**config.mk**
```make
export PLATFORM = sky130hd
export DESIGN_NAME = inst_fetch_ctrl
export DESIGN_NICKNAME = d
export VERILOG_FILES = /design/src/rtl/npu_pkg.sv /design/src/rtl/inst_fetch_obuf.sv /design/src/rtl/inst_fetch_ctrl.sv
export SDC_FILE = /design/constraint.sdc
export NUM_CORES = 1
export LEC_CHECK = 0
export CAP_MARGIN = 20
export CELL_PAD_IN_SITES_DETAIL_PLACEMENT = 1
export CELL_PAD_IN_SITES_GLOBAL_PLACEMENT = 1
export CORE_MARGIN = 3
export CORE_UTILIZATION = 40
export CTS_CLUSTER_DIAMETER = 150
export DETAILED_ROUTE_END_ITERATION = 7
export PLACE_DENSITY = 0.73
export SLEW_MARGIN = 20
export SYNTH_ARGS = -nofsm -noshare
export SYNTH_HDL_FRONTEND = slang
export SYNTH_SLANG_ARGS = --single-unit
```
**constraint.sdc**
```tcl
create_clock -name clk -period 3.35 [get_ports clk]
set_input_delay 0.335 -clock clk [delete_from_list [all_inputs] [get_ports clk]]
set_output_delay 0.335 -clock clk [all_outputs]
set_load 0.02 [all_outputs]
```
**src/rtl/npu_pkg.sv**
```systemverilog
// Shared NPU definitions: fetch controller state encoding and RAM read latency.
package npu_pkg;

  typedef enum logic [1:0] {
    IDLE,
    LOAD,
    RUN,
    DRAIN
  } fetch_state_t;

  // Read latency of the instruction RAM, address register to q_b.
  localparam int INST_FETCH_RD_LAT = 2;

endpackage

```
**src/rtl/inst_fetch_obuf.sv**
```systemverilog
// Small register FIFO holding instructions read back from the RAM until the
// decoder takes them. Reports its occupancy and supports a synchronous flush.
module inst_fetch_obuf #(
  parameter int W     = 33,
  parameter int DEPTH = 4,
  parameter int CW    = $clog2(DEPTH + 1)
) (
  input  logic          clk,
  input  logic          rst,
  input  logic          flush,
  input  logic          push,
  input  logic [W-1:0]  push_data,
  input  logic          pop,
  output logic [W-1:0]  head_data,
  output logic [CW-1:0] count
);

  localparam int PW = (DEPTH > 1) ? $clog2(DEPTH) : 1;
  localparam logic [CW-1:0] FULL_C = CW'(DEPTH);

  logic [W-1:0]  mem_q [DEPTH];
  logic [PW-1:0] wr_ptr_q, wr_ptr_d;
  logic [PW-1:0] rd_ptr_q, rd_ptr_d;
  logic [CW-1:0] count_q, count_d;
  logic          do_push, do_pop;

  function automatic logic [PW-1:0] ptr_inc(input logic [PW-1:0] p);
    return (p == PW'(DEPTH - 1)) ? '0 : p + PW'(1);
  endfunction

  // Pointer and occupancy update; flush empties the buffer in one cycle.
  always_comb begin
    do_pop   = pop && (count_q != '0);
    do_push  = push && ((count_q != FULL_C) || do_pop);
    wr_ptr_d = wr_ptr_q;
    rd_ptr_d = rd_ptr_q;
    count_d  = count_q;
    if (flush) begin
      wr_ptr_d = '0;
      rd_ptr_d = '0;
      count_d  = '0;
    end else begin
      if (do_push) wr_ptr_d = ptr_inc(wr_ptr_q);
      if (do_pop)  rd_ptr_d = ptr_inc(rd_ptr_q);
      if (do_push && !do_pop)      count_d = count_q + CW'(1);
      else if (do_pop && !do_push) count_d = count_q - CW'(1);
    end
  end

  // Control registers.
  always_ff @(posedge clk or negedge rst) begin
    if (!rst) begin
      wr_ptr_q <= '0;
      rd_ptr_q <= '0;
      count_q  <= '0;
    end else begin
      wr_ptr_q <= wr_ptr_d;
      rd_ptr_q <= rd_ptr_d;
      count_q  <= count_d;
    end
  end

  // Storage needs no reset: the consumer only looks at it while count is non-zero.
  always_ff @(posedge clk) begin
    if (do_push && !flush) mem_q[wr_ptr_q] <= push_data;
  end

  assign head_data = mem_q[rd_ptr_q];
  assign count     = count_q;

endmodule

```
**src/rtl/inst_fetch_ctrl.sv**
```systemverilog
// Instruction fetch controller: loads a host program into the instruction RAM,
// then streams it back to the decoder with credit-based read issue so the
// output buffer can never overflow under backpressure.
module inst_fetch_ctrl
  import npu_pkg::*;
#(
  parameter int DW         = 32,
  parameter int AW         = 9,
  parameter int DEPTH      = 512,
  parameter int RD_LAT     = INST_FETCH_RD_LAT,
  parameter int OBUF_DEPTH = 4
) (
  input  logic          clk,
  input  logic          rst,
  input  logic          load_start,
  input  logic          load_valid,
  output logic          load_ready,
  input  logic [DW-1:0] load_data,
  input  logic          load_last,
  input  logic          run_start,
  input  logic          abort,
  output logic          inst_valid,
  input  logic          inst_ready,
  output logic [DW-1:0] inst_data,
  output logic          inst_last,
  output logic          busy,
  output logic          done,
  output logic          load_err,
  output logic [AW:0]   prog_len,
  output logic          ram_wr_en,
  output logic [AW-1:0] ram_wr_addr,
  output logic [DW-1:0] ram_wr_data,
  output logic [AW-1:0] ram_rd_addr,
  input  logic [DW-1:0] ram_rd_data
);

  localparam int CW = $clog2(OBUF_DEPTH + 1);
  localparam logic [AW:0] ONE_L    = (AW + 1)'(1);
  localparam logic [AW:0] LAST_IDX = (AW + 1)'(DEPTH - 1);

  fetch_state_t  state_q, state_d;
  logic [AW-1:0] wr_addr_q, wr_addr_d;
  logic [AW:0]   prog_len_q, prog_len_d;
  logic          load_err_q, load_err_d;
  logic          wr_en_q, wr_en_d;
  logic [AW-1:0] wr_addr_out_q, wr_addr_out_d;
  logic [DW-1:0] wr_data_q, wr_data_d;
  logic [AW-1:0] rd_addr_q, rd_addr_d;
  logic [AW-1:0] rd_addr_out_q, rd_addr_out_d;
  logic [AW:0]   issued_q, issued_d;
  logic          done_q, done_d;

  // Bit 0 is the cycle the address sits in the RAM address register; bit
  // RD_LAT is the cycle its data is on q_b and gets captured.
  logic [RD_LAT:0] vld_q, last_q;

  logic          issue, issue_last, try_issue, flush, credit_ok, pop;
  logic [AW-1:0] base_rd;
  logic [AW:0]   base_iss;
  int            occ;

  logic [DW:0]   head_word;
  logic [CW-1:0] obuf_count;
  logic          head_last;
  logic [DW-1:0] head_data;

  assign {head_last, head_data} = head_word;
  assign inst_valid = (obuf_count != '0);
  assign inst_data  = inst_valid ? head_data : '0;
  assign inst_last  = inst_valid & head_last;
  assign pop        = inst_valid & inst_ready;

  // Reads in flight plus buffered words, net of this cycle's pop, must leave
  // room for one more before another read may be issued.
  always_comb begin
    occ = 0;
    for (int i = 0; i <= RD_LAT; i++) begin
      if (vld_q[i]) occ++;
    end
    occ = occ + int'(obuf_count);
    if (pop) occ--;
    credit_ok = (occ < OBUF_DEPTH);
  end

  // Next-state logic for the phase FSM, host writes and read issue.
  always_comb begin
    state_d       = state_q;
    wr_addr_d     = wr_addr_q;
    prog_len_d    = prog_len_q;
    load_err_d    = load_err_q;
    wr_en_d       = 1'b0;
    wr_addr_out_d = wr_addr_out_q;
    wr_data_d     = wr_data_q;
    rd_addr_d     = rd_addr_q;
    rd_addr_out_d = rd_addr_out_q;
    issued_d      = issued_q;
    done_d        = 1'b0;
    flush         = 1'b0;
    issue         = 1'b0;
    issue_last    = 1'b0;
    try_issue     = 1'b0;
    base_rd       = rd_addr_q;
    base_iss      = issued_q;
    if (abort) begin
      state_d = IDLE;
      flush   = 1'b1;
    end else begin
      case (state_q)
        IDLE: begin
          if (load_start) begin
            state_d    = LOAD;
            wr_addr_d  = '0;
            prog_len_d = '0;
            load_err_d = 1'b0;
          end else if (run_start && (prog_len_q != '0)) begin
            // The first read goes out on the same edge that enters RUN.
            state_d   = RUN;
            rd_addr_d = '0;
            issued_d  = '0;
            base_rd   = '0;
            base_iss  = '0;
            try_issue = 1'b1;
          end
        end
        LOAD: begin
          if (load_valid) begin
            wr_en_d       = 1'b1;
            wr_addr_out_d = wr_addr_q;
            wr_data_d     = load_data;
            wr_addr_d     = wr_addr_q + AW'(1);
            prog_len_d    = prog_len_q + ONE_L;
            if (load_last) begin
              state_d = IDLE;
            end else if (prog_len_q == LAST_IDX) begin
              load_err_d = 1'b1;
              state_d    = IDLE;
            end
          end
        end
        RUN: begin
          try_issue = (issued_q < prog_len_q);
        end
        DRAIN: begin
          if (pop && head_last) begin
            done_d  = 1'b1;
            state_d = IDLE;
          end
        end
        default: state_d = IDLE;
      endcase
      if (try_issue && credit_ok) begin
        issue         = 1'b1;
        issue_last    = (base_iss == prog_len_q - ONE_L);
        rd_addr_out_d = base_rd;
        rd_addr_d     = base_rd + AW'(1);
        issued_d      = base_iss + ONE_L;
        if (issue_last) state_d = DRAIN;
      end
    end
  end

  // State, counters and registered RAM port signals.
  always_ff @(posedge clk or negedge rst) begin
    if (!rst) begin
      state_q       <= IDLE;
      wr_addr_q     <= '0;
      prog_len_q    <= '0;
      load_err_q    <= 1'b0;
      wr_en_q       <= 1'b0;
      wr_addr_out_q <= '0;
      wr_data_q     <= '0;
      rd_addr_q     <= '0;
      rd_addr_out_q <= '0;
      issued_q      <= '0;
      done_q        <= 1'b0;
    end else begin
      state_q       <= state_d;
      wr_addr_q     <= wr_addr_d;
      prog_len_q    <= prog_len_d;
      load_err_q    <= load_err_d;
      wr_en_q       <= wr_en_d;
      wr_addr_out_q <= wr_addr_out_d;
      wr_data_q     <= wr_data_d;
      rd_addr_q     <= rd_addr_d;
      rd_addr_out_q <= rd_addr_out_d;
      issued_q      <= issued_d;
      done_q        <= done_d;
    end
  end

  // Read shift pipe tracking which RAM output cycles carry issued data.
  always_ff @(posedge clk or negedge rst) begin
    if (!rst) begin
      vld_q  <= '0;
      last_q <= '0;
    end else if (flush) begin
      vld_q  <= '0;
      last_q <= '0;
    end else begin
      vld_q  <= {vld_q[RD_LAT-1:0], issue};
      last_q <= {last_q[RD_LAT-1:0], issue_last};
    end
  end

  inst_fetch_obuf #(
    .W     (DW + 1),
    .DEPTH (OBUF_DEPTH),
    .CW    (CW)
  ) u_obuf (
    .clk       (clk),
    .rst       (rst),
    .flush     (flush),
    .push      (vld_q[RD_LAT]),
    .push_data ({last_q[RD_LAT], ram_rd_data}),
    .pop       (pop),
    .head_data (head_word),
    .count     (obuf_count)
  );

  assign load_ready  = (state_q == LOAD) && !abort;
  assign busy        = (state_q != IDLE);
  assign done        = done_q;
  assign load_err    = load_err_q;
  assign prog_len    = prog_len_q;
  assign ram_wr_en   = wr_en_q;
  assign ram_wr_addr = wr_addr_out_q;
  assign ram_wr_data = wr_data_q;
  assign ram_rd_addr = rd_addr_out_q;

endmodule

```
==> reports/qor.yml <==
timing:
  fin_crit_ns: 3.47
  fmax_mhz: 288
  finalMaxSlewViolations: 0
  clock_skew_ns: 0.0114
  setup_tns_ns: -1.40
  final-setup-viol-count: 20
  tightestPinTransition_ns: 0.794
  rsz0062_at_grt: "yes"
  max_slew_margin_pct: 47.0
  fin_crit_sh_pct: 104
  hold_violations: 0
  fin_ws_ns: -0.124
logic_synthesis:
  synth_compound_area_share_pct: 4.57
  synth_mux_area_share_pct: 12.9
  yosysSeqAreaShare_pct: 61.9
  ys_types: 65
  synthArstFlopShare_pct: 44.5
  synth-simple-area-share_pct: 11.0
  syn_area_mm2: 0.0107
  synth_edf_count: 132
  synth_adder_area_share_pct: 3.30
  synth_top_family_by_area: "multiplexers"
  synth_top_area_share_pct: 37.1
  syn_area_per_cell_um2: 14.2
  synth_cells: 755
  synth_top_area_cell: "edfxtp_1"
  synth_nets: 854
  synth_ff_type: "edfxtp_1"
  synth_seq_cells: 238
  synth_area_leaders: "edfxtp_1 37%, dfrtp_1 25%, mux4_2 6.9%, mux2_2 4.5%, ha_1 2.9%"
  ys_warn_count: 0
  synth_xor_area_share_pct: 3.24
run_status:
  outcome: "finished, violations left"
  violations: "negative setup slack"
clock_network:
  clkTransAtPathRegs_ns: 0.06
  clock_path_buffers: 3
  insertion_delay_ns: 0.53
  cts-htree-levels: 1
  cts_buffers: 27
  cts.sinks: 238
  cts-root-buf: "clkbuf_16"
  cts_tree: "done"
setup_path:
  path_cells: "inv_2 > ha_4 > xor2_2 > ha_2 > inv_2 > fa_2 > nand2b_4 > nor2_4 > ha_4 > inv_2 > a311oi_2 > o31ai_2 > or2_4 > buf_6 > a21oi_2 > buf_6 > mux2_2"
  r2r_slack_ns: -0.12
  cp-end-kind: "register"
  cp_max_fo: 5
  slowest_stage: "fa_2"
  rr_endpoint: "ram_rd_addr[1]$_DFFE_PN0P_"
  critPathMaxStageDelay_ns: 0.56
  critPathLaunch: "vld_q[1]$_DFF_PN0_"
  start_kind: "register"
  crit_type: "reg -> reg"
  crit_arrival_ns: 3.89
  r2r-start: "vld_q[1]$_DFF_PN0_"
  cpMostUsedCell: "inv_2"
  reg2reg_depth: 17
  required_ns: 3.77
place:
  dpl.cell_count: 1262
  io_buffer_count: 170
  dpl.hpwl_um: 17700
  gp_congestion: 0.775
  post-place-ws_ns: -0.204
route:
  wl_per_cell_um: 20.1
  routed_wirelength_um: 26600
  vias: 6981
  vias_per_cell: 5.27
  drt_iter0_drc: 441
  antenna_left: 0
  dr.pass1.iters: 4
  drc: 0
worst_hold_path:
  min_path_type: "in -> async"
final_layout:
  n_fill_cell: 2592
  diodes: 0
  drive_gt1_share_pct: 22.1
  nets: 1069
  final_common_cell: "clkdlybuf4s50_1"
  layout_common_cells: "169 x clkdlybuf4s50_1, 132 x edfxtp_1, 105 x dfrtp_1"
  final_cells: 1325
  postLayoutCoreUtil_pct: 54.6
  area_delta_synth_final_pct: 33.8
power:
  p_per_area_mw_per_mm2: 736
  ir_drop_mv: 0.413
  power_mw: 10.5
  p_leak_nw: 5.36
floorplan:
  fp.dieArea_mm2: 0.0287
  core_area_mm2: 0.0262
  die_height_um: 170
  rows: 59
  start_util_pct: 40.8
  num_io_pins: 171
  die_x_um: 170
grt:
  grt_pass1_wl_um: 41900
  track_usage_pct: 18.2
  grt_max_degree: 54
  gr-total-overflow: 0
  grt_pass1_vias: 7634
  antenna_found_initial: 0
job:
  max_cap_violations: 0
[synth_stat cells, types with 18 or more instances]
master / n
edfxtp_1: 132
dfrtp_1: 106
nand2_1: 49
and2_1: 43
mux2_2: 43
inv_1: 36
mux4_2: 33
nor2_1: 33
xnor2_1: 30
ha_1: 25
nand3_1: 18
[cells by family (layout without fill, tap and decap cells)]
logic type	count (synthesis)	in the layout
compound gates	70	70
xor+xnor	38	38
fa+ha+maj	27	27
buf+inv	77	312
flops	238	238
mux	91	91
simple gates	214	214
[registers in the layout, indices dropped and copies added (netlist names)]
name	flops
vld_q	3
ram_wr_data	32
u_obuf.mem_q	132
ram_rd_addr	9
load_err	1
done	1
u_obuf.rd_ptr_q	2
ram_wr_addr	9
ram_wr_en	1
last_q	3
wr_addr_q	9
issued_q	10
prog_len	10
u_obuf.count	3
rd_addr_q	9
u_obuf.wr_ptr_q	2
state_q	2
[area by class of cell]
| class | instances | area (um^2) | share of cell area (%) |
|---|---|---|---|
| inverter | 36 | 135 | 0.945 |
| clock buffer | 38 | 727 | 5.08 |
| sequential | 238 | 6620 | 46.3 |
| timing repair buffer | 227 | 2220 | 15.5 |
| clock inverter | 11 | 166 | 1.16 |
| tap | 335 | 419 | 2.93 |
| multi-input combinational | 440 | 4020 | 28.1 |
[power by group]
part           internal (mW)  switching (mW)  leakage, nW
Clock                   1.82            1.14        0.428
Sequential              3.42           0.238         2.58
Combinational           1.96            1.95         2.35
Total                   7.20            3.33         5.36
[worst max path at each step]
stage                                      end  depth (start not counted)  slack (ns)
global route           issued_q[5]$_DFFE_PN0N_                         17       -0.31
finish              ram_rd_addr[1]$_DFFE_PN0P_                         17       -0.12
floorplan              issued_q[0]$_DFFE_PN0N_                         17        0.12
global placement       issued_q[1]$_DFFE_PN0N_                         16       -0.07
CTS                    issued_q[1]$_DFFE_PN0N_                         16       -0.15
detailed placement     issued_q[1]$_DFFE_PN0N_                         16       -0.20
[layer usage]
layer	part of all wire, %	track usage (%)	vias to the layer above
li1	-	-	3195
met1	44	24.3	3592
met2	50	31.5	159
met3	3.9	2.94	35
met4	2.0	4.41	0
met5	0	0	-
[what timing repair did]
item                                    CTS  global route
pin swaps                                 4            29
setup buffers                             5             8
endpoints found under the setup margin   27            30
endpoints found under the hold margin    50             0
gates resized for setup                  26            35
hold buffers                              1             0
[critical path, delay by kind of cell (launching register included)]
family / cells / cell delay [ns]
mux: 1 / 0.32
fa+ha+maj: 4 / 1.17
simple gates: 3 / 0.47
buf+inv: 5 / 0.40
xor+xnor: 1 / 0.14
flops: 1 / 0.37
compound gates: 3 / 0.48
[per-stage QoR]
| step | instance area (um^2) | hold WS, ns |
|---|---|---|
| 2_1_floorplan | 10700 | 0.0394 |
| 3_3_place_gp | 13000 | 0.441 |
| 3_5_place_dp | 13000 | 0.439 |
| 4_1_cts | 14100 | 0.393 |
| 5_1_grt | 14300 | 0.405 |
| 6_report | 14300 | 0.385 |
Power figures use the tool's default switching activity.
